[config.mk]
export PLATFORM = sky130hd
export DESIGN_NAME = layer_sequencer
export DESIGN_NICKNAME = d
export VERILOG_FILES = /design/src/rtl/layer_sequencer.sv
export SDC_FILE = /design/constraint.sdc
export NUM_CORES = 2
export LEC_CHECK = 0
export CELL_PAD_IN_SITES_DETAIL_PLACEMENT = 1
export CELL_PAD_IN_SITES_GLOBAL_PLACEMENT = 1
export CORE_MARGIN = 1.5
export CORE_UTILIZATION = 45
export DETAILED_ROUTE_END_ITERATION = 10
export GPL_TIMING_DRIVEN = 0
export PLACE_DENSITY = 0.77
export SETUP_SLACK_MARGIN = 0.05
export SLEW_MARGIN = 20
export SYNTH_ARGS = -nofsm -noshare
export SYNTH_HDL_FRONTEND = slang
export SYNTH_SLANG_ARGS = --single-unit
[constraint.sdc]
create_clock -name clk -period 4.92 [get_ports clk]
set_input_delay 0.738 -clock clk [delete_from_list [all_inputs] [get_ports clk]]
set_output_delay 0.738 -clock clk [all_outputs]
set_load 0.02 [all_outputs]
[src/rtl/layer_sequencer.sv]
// Layer sequencer: runtime-programmable descriptor table that launches a single-layer
// engine once per layer, with step mode, graceful abort and per-layer cycle timing.
module layer_sequencer #(
  parameter  int MAX_LAYER    = 32,
  parameter  int OFM_RAM_SIZE = 2378675,
  parameter  int CYC_W        = 32,
  localparam int ADDR_W       = $clog2(OFM_RAM_SIZE),
  localparam int IDX_W        = $clog2(MAX_LAYER),
  localparam int DESC_W       = 37 + 2 * ADDR_W
) (
  input  logic              clk,
  input  logic              rst,
  input  logic              cfg_wr_en,
  input  logic [IDX_W-1:0]  cfg_addr,
  input  logic [DESC_W-1:0] cfg_wdata,
  input  logic [IDX_W:0]    num_layer,
  input  logic              step_mode,
  input  logic              step_go,
  input  logic              abort,
  input  logic              start_CNN,
  output logic              done_CNN,
  output logic              aborted,
  output logic              busy,
  output logic              start_layer,
  input  logic              done_layer,
  output logic [IDX_W-1:0]  count_layer,
  output logic [8:0]        ifm_size,
  output logic [10:0]       ifm_channel,
  output logic [1:0]        kernel_size,
  output logic [10:0]       num_filter,
  output logic              maxpool_mode,
  output logic [1:0]        maxpool_stride,
  output logic              upsample_mode,
  output logic [ADDR_W-1:0] start_read_addr,
  output logic [ADDR_W-1:0] start_write_addr,
  output logic [CYC_W-1:0]  last_layer_cycles
);

  typedef enum logic [2:0] {
    S_IDLE  = 3'd0,
    S_LOAD  = 3'd1,
    S_START = 3'd2,
    S_WAIT  = 3'd3,
    S_PAUSE = 3'd4,
    S_DONE  = 3'd5
  } state_t;

  // Engine handshake: start_layer is a single-cycle pulse in START; the engine answers
  // with a single-cycle done_layer pulse, which is honoured only while in WAIT.

  logic [DESC_W-1:0] desc_mem [MAX_LAYER];

  state_t            state_q, state_d;
  logic [IDX_W-1:0]  idx_q, idx_d;
  logic [IDX_W:0]    n_q, n_d;
  logic [CYC_W-1:0]  cnt_q, cnt_d;
  logic              abort_pend_q, abort_pend_d;
  logic              aborted_q, aborted_d;
  logic              done_cnn_q, done_cnn_d;
  logic              busy_q, busy_d;
  logic              start_layer_q, start_layer_d;
  logic [IDX_W-1:0]  count_layer_q, count_layer_d;
  logic [DESC_W-1:0] cfg_q, cfg_d;
  logic [CYC_W-1:0]  last_cyc_q, last_cyc_d;

  logic [IDX_W:0]    num_clamped;
  logic              is_last;
  logic              addr_ok;

  assign num_clamped = (num_layer > (IDX_W+1)'(MAX_LAYER)) ? (IDX_W+1)'(MAX_LAYER) : num_layer;
  assign is_last     = (({1'b0, idx_q} + (IDX_W+1)'(1)) == n_q);
  assign addr_ok     = ({1'b0, cfg_addr} < (IDX_W+1)'(MAX_LAYER));

  // The table survives rst so a host can reset the controller without reprogramming.
  always_ff @(posedge clk) begin
    if (cfg_wr_en && !busy_q && addr_ok) begin
      desc_mem[cfg_addr] <= cfg_wdata;
    end
  end

  always_comb begin
    state_d       = state_q;
    idx_d         = idx_q;
    n_d           = n_q;
    cnt_d         = cnt_q;
    abort_pend_d  = abort_pend_q;
    aborted_d     = aborted_q;
    count_layer_d = count_layer_q;
    cfg_d         = cfg_q;
    last_cyc_d    = last_cyc_q;

    case (state_q)
      S_IDLE: begin
        if (start_CNN) begin
          n_d          = num_clamped;
          idx_d        = '0;
          cnt_d        = '0;
          aborted_d    = 1'b0;
          abort_pend_d = 1'b0;
          state_d      = (num_clamped == '0) ? S_DONE : S_LOAD;
        end
      end
      S_LOAD: begin
        if (abort) begin
          aborted_d = 1'b1;
          state_d   = S_DONE;
        end else begin
          cfg_d         = desc_mem[idx_q];
          count_layer_d = idx_q;
          state_d       = S_START;
        end
      end
      S_START: begin
        if (abort) begin
          abort_pend_d = 1'b1;
        end
        state_d = S_WAIT;
      end
      S_WAIT: begin
        if (done_layer) begin
          last_cyc_d = (cnt_q == '1) ? cnt_q : cnt_q + CYC_W'(1);
          cnt_d      = '0;
          // An abort arriving together with done_layer still counts as an abort.
          if (abort_pend_q || abort) begin
            aborted_d    = 1'b1;
            abort_pend_d = 1'b0;
            state_d      = S_DONE;
          end else if (is_last) begin
            state_d = S_DONE;
          end else begin
            idx_d   = idx_q + IDX_W'(1);
            state_d = step_mode ? S_PAUSE : S_LOAD;
          end
        end else begin
          if (cnt_q != '1) begin
            cnt_d = cnt_q + CYC_W'(1);
          end
          if (abort) begin
            abort_pend_d = 1'b1;
          end
        end
      end
      S_PAUSE: begin
        if (abort) begin
          aborted_d = 1'b1;
          state_d   = S_DONE;
        end else if (step_go) begin
          state_d = S_LOAD;
        end
      end
      S_DONE: begin
        state_d = S_IDLE;
      end
      default: begin
        state_d = S_IDLE;
      end
    endcase

    start_layer_d = (state_d == S_START);
    done_cnn_d    = (state_d == S_DONE);
    busy_d        = (state_d != S_IDLE);
  end

  always_ff @(posedge clk) begin
    if (rst) begin
      state_q       <= S_IDLE;
      idx_q         <= '0;
      n_q           <= '0;
      cnt_q         <= '0;
      abort_pend_q  <= 1'b0;
      aborted_q     <= 1'b0;
      done_cnn_q    <= 1'b0;
      busy_q        <= 1'b0;
      start_layer_q <= 1'b0;
      count_layer_q <= '0;
      cfg_q         <= '0;
      last_cyc_q    <= '0;
    end else begin
      state_q       <= state_d;
      idx_q         <= idx_d;
      n_q           <= n_d;
      cnt_q         <= cnt_d;
      abort_pend_q  <= abort_pend_d;
      aborted_q     <= aborted_d;
      done_cnn_q    <= done_cnn_d;
      busy_q        <= busy_d;
      start_layer_q <= start_layer_d;
      count_layer_q <= count_layer_d;
      cfg_q         <= cfg_d;
      last_cyc_q    <= last_cyc_d;
    end
  end

  assign done_CNN          = done_cnn_q;
  assign aborted           = aborted_q;
  assign busy              = busy_q;
  assign start_layer       = start_layer_q;
  assign count_layer       = count_layer_q;
  assign last_layer_cycles = last_cyc_q;

  assign ifm_size          = cfg_q[8:0];
  assign ifm_channel       = cfg_q[19:9];
  assign kernel_size       = cfg_q[21:20];
  assign num_filter        = cfg_q[32:22];
  assign maxpool_mode      = cfg_q[33];
  assign maxpool_stride    = cfg_q[35:34];
  assign upsample_mode     = cfg_q[36];
  assign start_read_addr   = cfg_q[36+ADDR_W:37];
  assign start_write_addr  = cfg_q[DESC_W-1:37+ADDR_W];

endmodule

# After elaboration in Yosys (flattened, before gate mapping)
# Memories as Yosys holds them, arrays and structs flattened. A register that Yosys moved wholly into a read port is not among the register bits.
# Cells that the tools add are included.
# op_classes
addsub	3
magnitude_cmp	1
n_eq_ne	17
mux	32
n_bitwise	1
reduce_logical	17
# op_table
operator	n
32-bit two-way mux	4
32-bit case mux with 2 select lines	1
32-bit by 1-bit adder with 32-bit output, second input constant	1
32-bit equality test, second input constant	1
32-bit inequality test, second input constant	1
3-bit two-way mux	9
5-bit two-way mux	4
3-bit case mux with 5 select lines	1
2-bit inequality test, second input constant	5
5-bit case mux with 2 select lines	1
5-bit AND reduction	2
3-bit by 2-bit equality test with 1-bit output, second input constant	3
1-bit two-way mux	9
3-bit nonzero test	3
5-bit by 1-bit adder with 6-bit output, second input constant	1
3-bit equality test, second input constant	2
6-bit equality test	1
6-bit > comparator, second input constant	1
6-bit zero test	1
6-bit two-way mux	1
3-bit inequality test, second input constant	2
1-bit case mux with 3 select lines	2
2-bit AND reduction	3
3-bit AND reduction	2
10 further kinds	10
# totals
ff_bits	88
mem_bits_rw	2592
input_bits	100
output_inout_bits	122
wordCells	83
memories	1
# mem_list
memory	words	word_bits	rd	rd_ports_with_merged_regs	wr	line	text
desc_mem	32	81	1	1	1	51	logic [DESC_W-1:0] desc_mem [MAX_LAYER];

# Longest topological paths before layout
# depth
ltp_word	7
depth_mapped	9
ltp_nobuf	7

# Worst setup path after synthesis
# Ideal clock, no wire load.
# synth_path
kind	input -> register
from	in cfg_wr_en
to	mem desc_mem[14][0] (netlist bit), enable pin
setup_ps	521
t_arrival_ps	4818
required_ps	4399
setup_slack_ps	-419
cell_stages	4
n_path_buf	1
path_cell_list	nand2b_1 -> or3b_2 -> clkbuf_1 -> nor2_1
# synth_via
elab_chain_cells	3
# synth_rtl
element	line	text
start, declared	13	input logic cfg_wr_en,
1-bit logical AND	76	if (cfg_wr_en && !busy_q && addr_ok) begin
1-bit two-way mux	76	
1-bit two-way mux (implied by the code)	77	desc_mem[cfg_addr] <= cfg_wdata;
end, declared	51	
# Every way passes these cells.

==> impl_metrics.py <==
metrics = {
    "finish": {
        "area_delta_synth_final_pct": 18.62,
        "drive_gt1_share_pct": 27.14,
        "final_nets": 5828,
        "filler_cell_count_in_the_final_layout": 20410,
        "layout.cells.most_common": "edfxtp_1",
        "final_cell_mix": "edfxtp_1 (2592), mux4_2 (649), clkbuf_16 (305)",
        "layout.cell_area.non_filler_sq_um": 125700,
        "seq_area_sq_um": 81220,
        "multi_input_logic_area_sq_um": 23720,
    },
    "floorplanning": {
        "fp.dieW_um": 488.3,
        "fp.dieArea_sq_um": 238400,
        "num_io_pins": 222,
        "y_dimension_of_the_die_um": 488.3,
        "rows": 177,
        "start_util_pct": 45.41,
        "placeableCoreArea_sq_um": 233400,
    },
    "yosys": {
        "syn_area_per_cell_sq_um": 21.05,
        "post_synth_inst_count": 5034,
        "yosysWarnings": 0,
        "synth-edff-count": 2592,
        "synthArstFlopShare_pct": 0,
        "yosysUniqueCellTypes": 53,
        "post_synth_instance_area_sq_um": 106000,
        "synth_area_leader_cell": "edfxtp_1",
        "synthesis.nets": 5136,
        "synth_flop_cell": "edfxtp_1",
        "seq_area_frac_synth_pct": 76.63,
        "fraction_of_post_synthesis_cell_area_in_the_top_cell_type_by_area_pct": 73.44,
        "yosys_register_bits": 2761,
        "synth_area_leaders": "edfxtp_1 (73%), mux4_2 (14%), dfxtp_1 (3.2%)",
    },
    "clocking": {
        "clock_slew_seen_by_the_registers_of_the_worst_setup_and_hold_paths_ns": 0.07,
        "clk_latency_ns": 0.99,
        "htree_num_levels": 5,
        "max-clock-path-buffers": 4,
        "tritoncts": "done",
        "post-cts-setup-buffer-count": 0,
        "postCtsHoldBufs": 0,
        "cts-root-buf": "clkbuf_16",
        "cts_buffers": 296,
        "ctsResizeCount": 0,
        "clock_sink_count": 2761,
    },
    "critical_path": {
        "crit_path_end_kind": "flip-flop",
        "timing.reg2reg.setup_slack_ns": 0.79,
        "worstSetupEndpoint": "cfg_q[42]$_SDFFE_PP0P_",
        "critical_path.max_fanout": 10,
        "worst_setup_path_start_kind": "flip-flop",
        "r2r.worst_path.cells": 8,
        "timing.critical_path.from": "idx_q[2]$_SDFFE_PP0P_",
        "critical_path.reg2reg.startpoint": "idx_q[2]$_SDFFE_PP0P_",
        "timing.rr.end": "cfg_q[42]$_SDFFE_PP0P_",
        "crit_required_ns": 5.82,
        "critical_path_class": "reg -> reg",
        "critPathArrivalTime_ns": 5.03,
    },
    "timing": {
        "setup_viol": 0,
        "slew_headroom_pct": 14.58,
        "final.min_clock_period_ns": 4.135,
        "max_freq_mhz": 241.9,
        "transition_time_at_the_pin_with_the_least_slew_margin_ns": 1.281,
        "final_hold_viol_count": 0,
        "grt_setup_unrepaired": "false",
        "maxSlewViolCount": 0,
        "final_min_period_over_clock_period_pct": 84.04,
        "skew_ns": 0.05495,
        "finalHoldWorstSlack_ns": 0.1811,
    },
    "route": {
        "detail_route.wirelength_mm": 334.3,
        "drt-initial-drc-count": 8484,
        "first_pass_iters": 5,
        "vias": 58450,
        "post_dr_vias_cell": 6.425,
        "antenna_left": 0,
        "drc": 0,
        "avgRoutedWirePerCell_um": 36.75,
    },
    "global_routing": {
        "global_route_wire_length_before_repair_mm": 468.2,
        "grt.overflow.total": 0,
        "largest_net_degree_at_the_start_of_global_routing": 33,
        "global_route.usage.total_pct": 28.04,
        "number_of_antenna_violations_at_the_first_check_in_global_routing": 30,
        "via_count_of_the_first_global_routing_pass": 61490,
    },
    "min_path": {
        "min_path_type": "in -> reg",
    },
    "power_and_ir_drop": {
        "cellLeakagePower_nw": 37.98,
        "power_density_nw_per_um2": 394.6,
        "vdd_ir_drop_max_mv": 0.4204,
    },
    "placed_design": {
        "detailedPlacementHpwl_mm": 209.4,
        "gp_routability_congestion": 0.8051,
        "port_buffers": 220,
        "dpl-instance-area_sq_um": 116500,
    },
    "run": {
        "max_cap_viol_count": 0,
    },
    "run_status": {
        "outcome": "complete, no violations",
    },
}
[metrics by stage]
step                      instances  setup WS [ns]  power (mW)  util, %  setup TNS, ns
after CTS                      9074         0.9041       49.67    53.92              0
final                          9097         0.7855       49.61    53.86              0
after global placement         8386         -6.011       27.66    48.03              -
after detailed placement       8559         0.5975       27.81    49.90              0
after floorplan                5034        -0.4190       26.88        -        -587.95
after global routing           9084         0.8404       50.42    53.85              0
[registers in the layout (all words and copies together) (netlist names)]
register / flops
abort_pend_q: 1
busy: 1
state_q: 3
start_layer: 1
done_CNN: 1
count_layer: 5
aborted: 1
idx_q: 5
cfg_q: 81
cnt_q: 32
n_q: 6
last_layer_cycles: 32
desc_mem: 2592
[kinds of logic (layout without fill, tap and decap cells)]
logic type,after synthesis,in the layout,synth area share (%)
other cells,0,22,0
fa+ha+maj,2,2,0.02361
flops,2761,2761,76.63
compound gates,526,526,2.931
simple gates,428,428,1.824
xor+xnor,38,38,0.3140
mux,974,974,17.05
buf+inv,305,1214,1.227
[area by class of cell]
type	instances	area share, %
Inverter	8	0.02388
Tap cell	3132	3.117
Clock inverter	121	0.9514
Antenna cell	22	0.04379
Clock buffer	394	6.513
Buffer	297	1.037
Sequential cell	2761	64.60
Multi-Input combinational cell	1968	18.86
Timing Repair Buffer	394	4.850
[per-layer routing]
layer / vias to the layer above / part of all wire [%] / global-route usage [%] / routed length (um)
li1: 22360 / - / - / -
met1: 30630 / 35 / 35.82 / 117300
met2: 4481 / 48 / 44.58 / 159000
met3: 960 / 12 / 7.133 / 38930
met4: 24 / 5.7 / 14.28 / 18960
met5: - / 0.045 / 0 / 150
[critical path, cell delays in order (launching register included)]
cell and delay [ns]:
dfxtp_1 0.33, buf_2 0.19, buf_2 0.80, clkbuf_1 0.80, clkbuf_1 0.93, mux2i_1 0.24
o22ai_1 0.42, nor2_1 0.12, a21oi_1 0.22
[worst min path at each step]
stage                                      startpoint                           endpoint  slack [ns]  cells past startpoint
global placement    last_layer_cycles[0]$_SDFFE_PP0P_  last_layer_cycles[0]$_SDFFE_PP0P_        0.45                      2
floorplan                         n_q[5]$_SDFFE_PP0P_                n_q[5]$_SDFFE_PP0P_        0.44                      2
finish                                          abort               aborted$_SDFFE_PP0P_        0.18                      3
detailed placement  last_layer_cycles[0]$_SDFFE_PP0P_  last_layer_cycles[0]$_SDFFE_PP0P_        0.46                      2
CTS                                             abort               aborted$_SDFFE_PP0P_        0.13                      3
global route                                    abort               aborted$_SDFFE_PP0P_        0.19                      3
[power by group]
group	total, mW	switching (mW)	internal (mW)
combinational	1.37	1.00	0.370
sequential	26.0	0.114	25.9
clock	22.3	9.33	12.9
[cell usage after synthesis (3+ instances only)]
library cell and count:
o22ai_1 80, xor2_1 15, o21ai_0 43, edfxtp_1 2592
and3_1 9, and2_1 5, buf_2 91, or3_1 10
nand3_1 15, and4_1 7, a211oi_1 23, nor2b_1 7
clkbuf_1 172, mux2_2 162, buf_1 28, nand2b_1 4
nand3b_1 8, a211oi_2 10, mux4_2 649, a22oi_1 80
o21ai_1 5, nand2_1 144, a21oi_1 271, nor3_1 17
xnor2_1 23, mux2i_1 163, nor2_1 171, dfxtp_1 169
inv_1 8, nand4_1 9, buf_6 5, nor4_1 3
or3b_2 5, o31ai_1 6
No activity file was read; power rests on OpenSTA's default activity.
